$ cat src/rtl/muldiv_issue_ctrl_if.sv
// rtl/muldiv_issue_ctrl_if.sv - EX request/response and multiply/divide unit signal bundle
interface muldiv_issue_ctrl_if;
    logic        req_valid;
    logic [2:0]  funct3;
    logic [31:0] rs1;
    logic [31:0] rs2;
    logic        flush;
    logic        stall;
    logic [31:0] result;
    logic        result_valid;
    logic        err;
    logic        Run;
    logic [32:0] opA;
    logic [32:0] opB;
    logic        div;
    logic [32:0] Aval;
    logic [32:0] Bval;
    logic        ready;

    modport master (
        input  req_valid, funct3, rs1, rs2, flush, Aval, Bval, ready,
        output stall, result, result_valid, err, Run, opA, opB, div
    );

    modport slave (
        output req_valid, funct3, rs1, rs2, flush, Aval, Bval, ready,
        input  stall, result, result_valid, err, Run, opA, opB, div
    );
endinterface

$ cat src/rtl/muldiv_issue_ctrl.sv
// rtl/muldiv_issue_ctrl.sv - RV32M issue controller for an iterative 33-bit multiply/divide unit
module muldiv_issue_ctrl #(
    parameter int TIMEOUT  = 256,
    parameter bit REUSE_EN = 1'b1
) (
    input  logic                 Clk,
    input  logic                 Reset_n,
    muldiv_issue_ctrl_if.master  bus
);

    localparam int CW = $clog2(TIMEOUT + 2);
    localparam logic [CW-1:0] TO_CNT = CW'(TIMEOUT);

    typedef enum logic [2:0] {
        S_IDLE, S_LAUNCH, S_WAIT_BUSY, S_WAIT_DONE, S_FIXUP, S_DONE, S_FAST, S_DRAIN
    } state_t;

    state_t        state;
    logic [31:0]   a_q, b_q;
    logic [2:0]    f3_q;
    logic [CW-1:0] cnt;
    logic          stall_q, rv_q, err_q, run_q, div_q, drain_seen;
    logic [31:0]   result_q;
    logic [32:0]   opa_q, opb_q;

    logic          cache_vld;
    logic [31:0]   c_rs1, c_rs2;
    logic [2:0]    c_cls;
    logic [63:0]   c_prod;

    logic          in_is_div, in_special, in_hit;
    logic          mul_a_sx, mul_b_sx, div_sgn;
    logic [31:0]   abs_a, abs_b;
    logic [32:0]   fmt_a, fmt_b;
    logic [31:0]   prod_lo, prod_hi, quo, rem, fix_res, fast_res;
    logic          unused_aval_msb;

    assign unused_aval_msb = bus.Aval[32];

    always_comb begin
        in_is_div  = bus.funct3[2];
        in_special = in_is_div && ((bus.rs2 == 32'd0) ||
                     (!bus.funct3[0] && bus.rs1 == 32'h8000_0000 && bus.rs2 == 32'hFFFF_FFFF));
        in_hit     = REUSE_EN && cache_vld && !in_is_div &&
                     bus.rs1 == c_rs1 && bus.rs2 == c_rs2 &&
                     (bus.funct3 == 3'd0 || bus.funct3 == c_cls);
    end

    always_comb begin
        mul_a_sx = (f3_q == 3'd1) || (f3_q == 3'd2);
        mul_b_sx = (f3_q == 3'd1);
        div_sgn  = !f3_q[0];
        abs_a    = (div_sgn && a_q[31]) ? (~a_q + 32'd1) : a_q;
        abs_b    = (div_sgn && b_q[31]) ? (~b_q + 32'd1) : b_q;
        if (f3_q[2]) begin
            fmt_a = {1'b0, abs_a};
            fmt_b = {1'b0, abs_b};
        end else begin
            fmt_a = {mul_a_sx & a_q[31], a_q};
            fmt_b = {mul_b_sx & b_q[31], b_q};
        end
    end

    always_comb begin
        prod_lo = bus.Bval[31:0];
        prod_hi = {bus.Aval[30:0], bus.Bval[32]};
        quo     = bus.Bval[31:0];
        rem     = bus.Aval[31:0];
        case (f3_q)
            3'd0:    fix_res = prod_lo;
            3'd4:    fix_res = (a_q[31] ^ b_q[31]) ? (~quo + 32'd1) : quo;
            3'd5:    fix_res = quo;
            3'd6:    fix_res = a_q[31] ? (~rem + 32'd1) : rem;
            3'd7:    fix_res = rem;
            default: fix_res = prod_hi;
        endcase
    end

    always_comb begin
        fast_res = 32'd0;
        if (f3_q[2]) begin
            if (b_q == 32'd0) begin
                fast_res = f3_q[1] ? a_q : 32'hFFFF_FFFF;
            end else begin
                fast_res = f3_q[1] ? 32'd0 : 32'h8000_0000;
            end
        end else begin
            fast_res = (f3_q == 3'd0) ? c_prod[31:0] : c_prod[63:32];
        end
    end

    always_ff @(posedge Clk or negedge Reset_n) begin
        if (!Reset_n) begin
            state      <= S_IDLE;
            a_q        <= '0;
            b_q        <= '0;
            f3_q       <= '0;
            cnt        <= '0;
            stall_q    <= 1'b0;
            rv_q       <= 1'b0;
            err_q      <= 1'b0;
            run_q      <= 1'b0;
            div_q      <= 1'b0;
            drain_seen <= 1'b0;
            result_q   <= '0;
            opa_q      <= '0;
            opb_q      <= '0;
            cache_vld  <= 1'b0;
            c_rs1      <= '0;
            c_rs2      <= '0;
            c_cls      <= '0;
            c_prod     <= '0;
        end else begin
            rv_q  <= 1'b0;
            err_q <= 1'b0;
            case (state)
                S_IDLE: begin
                    if (bus.req_valid && !bus.flush) begin
                        a_q     <= bus.rs1;
                        b_q     <= bus.rs2;
                        f3_q    <= bus.funct3;
                        stall_q <= 1'b1;
                        cnt     <= '0;
                        run_q   <= 1'b0;
                        state   <= (in_special || in_hit) ? S_FAST : S_LAUNCH;
                    end
                end
                S_LAUNCH: begin
                    cnt <= cnt + CW'(1);
                    if (bus.flush) begin
                        stall_q    <= 1'b0;
                        run_q      <= 1'b0;
                        drain_seen <= 1'b0;
                        state      <= run_q ? S_DRAIN : S_IDLE;
                    end else if (run_q) begin
                        run_q <= 1'b0;
                        state <= S_WAIT_BUSY;
                    end else if (bus.ready) begin
                        run_q <= 1'b1;
                        opa_q <= fmt_a;
                        opb_q <= fmt_b;
                        div_q <= f3_q[2];
                    end else if (cnt == TO_CNT) begin
                        err_q   <= 1'b1;
                        stall_q <= 1'b0;
                        state   <= S_IDLE;
                    end
                end
                S_WAIT_BUSY: begin
                    cnt <= cnt + CW'(1);
                    if (bus.flush) begin
                        stall_q    <= 1'b0;
                        drain_seen <= !bus.ready;
                        state      <= S_DRAIN;
                    end else if (!bus.ready) begin
                        state <= S_WAIT_DONE;
                    end else if (cnt == TO_CNT) begin
                        err_q   <= 1'b1;
                        stall_q <= 1'b0;
                        state   <= S_IDLE;
                    end
                end
                S_WAIT_DONE: begin
                    cnt <= cnt + CW'(1);
                    if (bus.flush) begin
                        stall_q    <= 1'b0;
                        drain_seen <= 1'b1;
                        state      <= S_DRAIN;
                    end else if (bus.ready) begin
                        state <= S_FIXUP;
                    end else if (cnt == TO_CNT) begin
                        err_q   <= 1'b1;
                        stall_q <= 1'b0;
                        state   <= S_IDLE;
                    end
                end
                S_FIXUP: begin
                    stall_q <= 1'b0;
                    if (bus.flush) begin
                        state <= S_IDLE;
                    end else begin
                        result_q <= fix_res;
                        rv_q     <= 1'b1;
                        state    <= S_DONE;
                        if (!f3_q[2]) begin
                            cache_vld <= 1'b1;
                            c_rs1     <= a_q;
                            c_rs2     <= b_q;
                            c_cls     <= (f3_q == 3'd0) ? 3'd3 : f3_q;
                            c_prod    <= {prod_hi, prod_lo};
                        end
                    end
                end
                S_FAST: begin
                    stall_q <= 1'b0;
                    if (bus.flush) begin
                        state <= S_IDLE;
                    end else begin
                        result_q <= fast_res;
                        rv_q     <= 1'b1;
                        state    <= S_DONE;
                    end
                end
                S_DONE: begin
                    state <= S_IDLE;
                end
                S_DRAIN: begin
                    cnt <= cnt + CW'(1);
                    if (!bus.ready) begin
                        drain_seen <= 1'b1;
                    end
                    if ((drain_seen && bus.ready) || cnt == TO_CNT) begin
                        state <= S_IDLE;
                    end
                end
                default: state <= S_IDLE;
            endcase
        end
    end

    assign bus.stall        = stall_q || (state == S_DRAIN && bus.req_valid);
    assign bus.result       = result_q;
    assign bus.result_valid = rv_q && !bus.flush;
    assign bus.err          = err_q;
    assign bus.Run          = run_q;
    assign bus.opA          = opa_q;
    assign bus.opB          = opb_q;
    assign bus.div          = div_q;

endmodule

$ cat src/flat_wrapper.sv
// flat-port wrapper written by rule: the top's interface ports become plain ports
module muldiv_issue_ctrl_flat 
#(
    parameter int TIMEOUT  = 256,
    parameter bit REUSE_EN = 1'b1
)
  (Clk, Reset_n, bus_req_valid, bus_funct3, bus_rs1, bus_rs2, bus_flush, bus_Aval, bus_Bval, bus_ready, bus_stall, bus_result, bus_result_valid, bus_err, bus_Run, bus_opA, bus_opB, bus_div);
  muldiv_issue_ctrl_if bus_i ();
  input  logic Clk;
  input  logic Reset_n;
  input wire logic [$bits(bus_i.req_valid)-1:0] bus_req_valid;
  input wire logic [$bits(bus_i.funct3)-1:0] bus_funct3;
  input wire logic [$bits(bus_i.rs1)-1:0] bus_rs1;
  input wire logic [$bits(bus_i.rs2)-1:0] bus_rs2;
  input wire logic [$bits(bus_i.flush)-1:0] bus_flush;
  input wire logic [$bits(bus_i.Aval)-1:0] bus_Aval;
  input wire logic [$bits(bus_i.Bval)-1:0] bus_Bval;
  input wire logic [$bits(bus_i.ready)-1:0] bus_ready;
  output wire logic [$bits(bus_i.stall)-1:0] bus_stall;
  output wire logic [$bits(bus_i.result)-1:0] bus_result;
  output wire logic [$bits(bus_i.result_valid)-1:0] bus_result_valid;
  output wire logic [$bits(bus_i.err)-1:0] bus_err;
  output wire logic [$bits(bus_i.Run)-1:0] bus_Run;
  output wire logic [$bits(bus_i.opA)-1:0] bus_opA;
  output wire logic [$bits(bus_i.opB)-1:0] bus_opB;
  output wire logic [$bits(bus_i.div)-1:0] bus_div;
  assign bus_i.req_valid = bus_req_valid;
  assign bus_i.funct3 = bus_funct3;
  assign bus_i.rs1 = bus_rs1;
  assign bus_i.rs2 = bus_rs2;
  assign bus_i.flush = bus_flush;
  assign bus_i.Aval = bus_Aval;
  assign bus_i.Bval = bus_Bval;
  assign bus_i.ready = bus_ready;
  assign bus_stall = bus_i.stall;
  assign bus_result = bus_i.result;
  assign bus_result_valid = bus_i.result_valid;
  assign bus_err = bus_i.err;
  assign bus_Run = bus_i.Run;
  assign bus_opA = bus_i.opA;
  assign bus_opB = bus_i.opB;
  assign bus_div = bus_i.div;
  muldiv_issue_ctrl #(.TIMEOUT(TIMEOUT), .REUSE_EN(REUSE_EN)) u_core (.Clk(Clk), .Reset_n(Reset_n), .bus(bus_i));
endmodule
$ cat config.mk
export PLATFORM = sky130hd
export DESIGN_NAME = muldiv_issue_ctrl_flat
export DESIGN_NICKNAME = d
export VERILOG_FILES = /design/src/rtl/muldiv_issue_ctrl_if.sv /design/src/rtl/muldiv_issue_ctrl.sv /design/src/flat_wrapper.sv
export SDC_FILE = /design/constraint.sdc
export NUM_CORES = 1
export LEC_CHECK = 0
export CELL_PAD_IN_SITES_DETAIL_PLACEMENT = 1
export CELL_PAD_IN_SITES_GLOBAL_PLACEMENT = 2
export CORE_MARGIN = 2
export CORE_UTILIZATION = 34
export DETAILED_ROUTE_END_ITERATION = 12
export PLACE_DENSITY_LB_ADDON = 0.08
export SYNTH_ARGS = -nofsm -noshare
export SYNTH_HDL_FRONTEND = slang
export SYNTH_SLANG_ARGS = --single-unit
$ cat constraint.sdc
create_clock -name Clk -period 2.8 [get_ports Clk]
set_input_delay 0.7 -clock Clk [delete_from_list [all_inputs] [get_ports Clk]]
set_output_delay 0.7 -clock Clk [all_outputs]
set_load 0.1 [all_outputs]
[Word level (Yosys, flattened, before mapping)]
Index checks and enable logic that the tools add are counted.
Storage, ports and cells
  bits in latches: 0
  logic and storage cells: 171
  memories kept: 0
  output and inout bits: 103
  ROM bits: 0
  memory bits (writable): 0
  bits of input ports: 138
  flip-flop bits (word level): 315
Cells by class
  add/subtract/negate cells: 5
  multipliers: 0
  bitwise logic cells: 10
  shift-type cells: 0
  muxes and demuxes: 61
  reductions and logical operators: 46
  equality and inequality tests: 30
  $lt $le $gt $ge: 0
  divide/modulo/power cells: 0
Operators with widths (count)
  32-bit two-way mux: 11
  32-bit by 1-bit adder with 32-bit output (second input constant): 4
  32-bit NOT: 4
  32-bit case mux with 4 select lines: 1
  33-bit two-way mux: 2
  32-bit equality test: 2
  32-bit equality test (second input constant): 2
  32-bit zero test: 2
  32-bit case mux with 2 select lines: 1
  3-bit two-way mux: 13
  1-bit two-way mux: 25
  3-bit equality test (second input constant): 8
  3-bit case mux with 7 select lines: 1
  9-bit case mux with 2 select lines: 1
  1-bit logical AND: 13
  2-bit != test (second input constant): 6
  9-bit by 1-bit adder with 9-bit output (second input constant): 1
  3-bit by 2-bit equality test with 1-bit output (second input constant): 3
  9-bit equality test (second input constant): 1
  3-bit zero test: 3
  9-bit two-way mux: 1
  3-bit AND reduction: 3
  4-bit AND reduction: 2
  3-bit by 1-bit equality test with 1-bit output (second input constant): 2
  21 further kinds: 40

[Depth between registers and ports, before layout]
  depth in word-level cells: 9
  depth in mapped cells: 10
  gate-level depth less buffers: 8

[Worst setup path before layout]
OpenSTA, ideal clock, no wires.
  path type: reg2out
  start point: reg u_core.state[0]
  end point: out bus_stall
  arrival time: 2.845 ns
  path slack: -0.745 ns
  cell stages (with the launch flop): 4
  buffers on the path: 1
  path through: dfrtp_1 > clkbuf_1 > nand3_1 > o21ai_0
On the way
  longest elaborated chain between the ends: 3
Ends and longest elaborated chain
  from (decl): line muldiv_issue_ctrl.sv:18  | state_t state;
  from (signal assigned): line muldiv_issue_ctrl.sv:125  | state <= (in_special || in_hit) ? S_FAST : S_LAUNCH;
  from (signal assigned): line muldiv_issue_ctrl.sv:134  | state <= run_q ? S_DRAIN : S_IDLE;
  3-bit equality test: line muldiv_issue_ctrl.sv:221  | assign bus.stall = stall_q || (state == S_DRAIN && bus.req_valid);
  1-bit logical AND: line muldiv_issue_ctrl.sv:221
  1-bit logical OR: line muldiv_issue_ctrl.sv:221
  to (decl): line flat_wrapper.sv:19  | output wire logic [$bits(bus_i.stall)-1:0] bus_stall;
Every way passes these cells.

[Worst setup path in the final report]
  start point: reg u_core.b_q[19]
  end point: reg u_core.result_q[15], in the netlist u_core.bus.result[15]
On the way
  longest elaborated chain between the ends: 5
Ends and longest elaborated chain
  from (decl): line muldiv_issue_ctrl.sv:19  | logic [31:0] a_q, b_q;
  from (signal assigned): line muldiv_issue_ctrl.sv:120  | b_q <= bus.rs2;
  32-bit zero test: line muldiv_issue_ctrl.sv:82  | if (b_q == 32'd0) begin
  32-bit two-way mux: line muldiv_issue_ctrl.sv:82
  32-bit two-way mux: line muldiv_issue_ctrl.sv:81  | if (f3_q[2]) begin
  32-bit two-way mux: line muldiv_issue_ctrl.sv:196  | if (bus.flush) begin
  32-bit case mux with 2 select lines: line muldiv_issue_ctrl.sv:116  | case (state)
  to (signal assigned): line muldiv_issue_ctrl.sv:182  | result_q <= fix_res;
  to (signal assigned): line muldiv_issue_ctrl.sv:199  | result_q <= fast_res;
  to (decl): line muldiv_issue_ctrl.sv:23  | logic [31:0] result_q;
Every way passes these cells. The select of a mux whose other input is x is not followed.
A chain may end at the register's enable or synchronous reset.

==> reports/metrics.csv <==
stage,metric,value,unit
timing,Final Hold Fails,0,
global_routing,GR Util All Layers,28.5,%
clocking,Clock Latency Late Sink,590,ps
clocking,Root Buffer,clkbuf_16,
setup_path,CP Class,reg -> reg,
power_and_ir_drop,Pwr Total,31.0,mW
power_and_ir_drop,Comb pwr share,55.4,%
timing,Slew headroom,37.6,%
routing,DRT iter0 DRCs,1082,
cells_and_area,post-route insts no fill,3255,
timing,Clock Skew,28.9,ps
synth,post-synthesis simple-gate area fraction,18.9,%
routing,DRT Pass-1 Iters,5,
routing,DRC viols,0,
place,GPL Wtd Cong,0.885,
global_routing,routing usage on met2,48.9,%
global_routing,met3 GRT Util,3.04,%
setup_path,R2R Path Start,u_core.b_q[19]$_DFFE_PN0P_,
synth,Yosys cell types,81,
synth,Synth Area in Adders,0.515,%
die,io pins,241,
synth,multiplexer share of the synthesized area,9.75,%
cells_and_area,most frequent cells in the layout,"buf_4 (406), nand2_1 (360), dfrtp_1 (312)",
synth,#FFs+latches synth,314,
place,Port Buf Inserts,239,
setup_path,CP Launch Point,u_core.b_q[19]$_DFFE_PN0P_,
setup_path,Crit. End Element,flip-flop,
place,setup slack at placement,-506,ps
setup_path,crit start category,flip-flop,
timing,final clock period utilization by the worst path,96.3,%
timing,RSZ-0062 raised after global routing,false,
power_and_ir_drop,pwr dens,1240,nW/um^2
worst_hold_path,Hold Crit Class,in -> async,
timing,crit path time final,2700,ps
synth,largest family of logic cells by synthesized area,simple AND/OR/NAND/NOR gates,
synth,asr flop ratio synth,100,%
setup_path,WP data required,3260,ps
clocking,clk buf depth,3,
timing,max-slew violation count,0,
place,DP Cell Count,3186,
synth,Post-synth EDFFs,0,
setup_path,cells on worst reg2reg path,6,
setup_path,worst stage delay on the critical path,560,ps
power_and_ir_drop,Net Sw Frac,50.8,%
die,die height,237,microns
cells_and_area,ANT cells,0,
clocking,TritonCTS buffer count,40,
timing,final setup vio count,0,
die,die width,237,microns
timing,TNS Setup,0,ps
routing,Post-DRT Antenna Nets,0,
power_and_ir_drop,Leakage Power,11.0,nW
power_and_ir_drop,clock share of power,17.5,%
timing,Worst Max-Slew Pin Slew,932,ps
run_status,status,"finished, final reports clean",
synth,post-synth top area share,42.5,%
routing,drt wl/cell,24.7,microns
cells_and_area,FF/Latch Area,7860,sq um
power_and_ir_drop,Pint,15.2,mW
cells_and_area,P&R area growth vs syn,35.0,%
global_routing,largest net degree at the start of global routing,80,
synth,Synth Flop Type,dfrtp_1,
clocking,CTS tree,yes,
power_and_ir_drop,switching power,15.7,mW
global_routing,first-pass GRT wire length,121000,microns
synth,cell taking the most area after synthesis,dfrtp_1,
setup_path,R2R setup slack,100,ps
die,Starting Density,34.3,%
timing,worst setup margin,102,ps
setup_path,"Max FO, Critical Path",11,
setup_path,CP Data Arrival Time,3160,ps
global_routing,remaining global-route overflow,0,
power_and_ir_drop,Peak VDD IR,0.000931,V
synth,Post-Syn Instances,2074,
cells_and_area,layout cell share with drive strength beyond 1,25.5,%
die,die area,56200,sq um
cells_and_area,nets,2676,
setup_path,"slowest stage cell, crit path",or4_1,
global_routing,GRT busiest layer,met2,
synth,synth top area cells,"dfrtp_1 (43%), mux2_2 (7.8%), nand2_1 (7.3%), o21ai_0 (5.5%), xnor2_1 (4.0%)",
global_routing,vias in the first global route,19000,
synth,Synth Area in Compound Gates,17.2,%
cells_and_area,area of the multi-input gates,9840,sq um
global_routing,initial antenna violation count,2,
routing,Routed WL,80500,microns
cells_and_area,FILL cells,6194,
routing,vias per cell,5.50,
setup_path,worst-path cell chain,or4_1 -> nor4_2 -> and4_2 -> buf_4 -> o21ai_0 -> a211oi_1,
synth,syn_area_per_cell,8.91,sq um
place,HPWL Detailed,61700,microns
flow_run,Max Cap Viol,0,
clocking,H-Tree Depth,2,
cells_and_area,"leading cell type in the layout, fill and taps excluded",buf_4,
synth,yosys warns,0,
die,Core ar.,53800,sq um
routing,routed vias,17900,
die,Rows,85,
setup_path,Reg-to-Reg End,u_core.bus.result[15]$_DFFE_PN0P_,
power_and_ir_drop,Reg power frac,27.1,%
clocking,Clock Sinks,314,
global_routing,GR Util met1,37.8,%
synth,Mapped Nets,2218,
synth,register area share after synthesis,42.5,%
synth,Syn Std Cell Area,18500,sq um
timing,Highest Clock Rate,371,MHz
clocking,clock-pin slew on the worst setup and hold paths,60,ps
synth,XOR/XNOR share of the synthesized area,6.64,%
## Yosys cell counts (all sizes together) (9+ instances only)
| master | count |
|---|---|
| clkbuf | 121 |
| o21a | 9 |
| nor2b | 24 |
| nor3 | 23 |
| inv | 53 |
| o22ai | 23 |
| o221ai | 12 |
| o31ai | 17 |
| o211ai | 13 |
| dfrtp | 314 |
| nor4 | 54 |
| or3 | 17 |
| or4 | 11 |
| xor2 | 56 |
| nand2b | 17 |
| a21oi | 101 |
| o41ai | 11 |
| xnor2 | 84 |
| buf | 25 |
| nand4 | 26 |
| nand2 | 360 |
| o21ai | 203 |
| a31oi | 32 |
| mux2i | 36 |
| o21bai | 9 |
| mux2 | 128 |
| a22oi | 10 |
| nand3 | 25 |
| nor2 | 122 |
## worst max-delay path: cells and delay by family, from the launching register on
family                 cells  cell delay, ps
AO/OA/AOI/OAI              2             690
buffers and inverters      1             210
flip-flops                 1             390
AND/OR/NAND/NOR            3            1270
## final cells by class
class | instances | share of cell area, %
multi-input combinational | 1561 | 39.5
sequential | 314 | 31.5
timing repair buffer | 562 | 19.3
clock buffer | 54 | 4.43
tap | 696 | 3.49
clock inverter | 15 | 0.958
inverter | 53 | 0.798
## per-layer routing
| metal | vias to the layer above | routed length [microns] |
|---|---|---|
| met4 | 0 | 2350 |
| li1 | 8281 | - |
| met3 | 116 | 3330 |
| met5 | - | 0 |
| met1 | 9073 | 35600 |
| met2 | 430 | 39200 |
## worst max path at each step
stage	endpoint	slack [ps]	cells after the start
6_report	u_core.bus.result[15]$_DFFE_PN0P_	100	6
5_1_grt	u_core.state[0]$_DFFE_PN0P_	5	7
4_1_cts	u_core.bus.result[16]$_DFFE_PN0P_	30	6
3_5_place_dp	u_core.bus.result[29]$_DFFE_PN0P_	-510	9
3_3_place_gp	u_core.bus.result[25]$_DFFE_PN0P_	-470	8
2_1_floorplan	bus_stall	8	3
## flip-flops by register name (all words and copies together), names as in the netlist, 2 cells and up
signal,flops
u_core.bus.opA,33
u_core.c_rs2,32
u_core.f3_q,3
u_core.c_cls,2
u_core.state,3
u_core.bus.opB,33
u_core.c_prod,64
u_core.b_q,32
u_core.c_rs1,32
u_core.a_q,32
u_core.cnt,9
u_core.bus.result,32
## power by group through the flow
stage	combinational, mW	clock, mW	sequential [mW]
floorplan	6.72	0	12.8
global placement	16.9	0	8.33
detailed placement	17.1	0	8.44
CTS	17.2	5.53	8.38
global route	18.3	5.70	8.63
finish	17.2	5.41	8.39
## cell families (layout without fill, tap and decap cells)
family / Yosys count / in the layout
and+or+nand+nor: 736 / 736
muxes: 164 / 164
buffers and inverters: 199 / 684
AOI/OAI and AO/OA: 513 / 513
xor gates and xnor gates: 140 / 140
DFF: 314 / 314
adders and majority gates: 8 / 8
## what timing repair did
item                                    4_1_cts  5_1_grt
resized for setup                             0        4
hold buffers                                  0        0
endpoints found under the setup margin        0       12
buffers inserted                              0        0
## per-stage QoR
step	hold WS, ps	util [%]	instance area (sq um)
floorplan	404	-	18500
global placement	462	43.8	23600
detailed placement	473	43.8	23600
CTS	29.7	46.3	24900
global route	52.6	46.3	24900
finish	39.2	46.3	24900
Power figures use the tool's default switching activity.
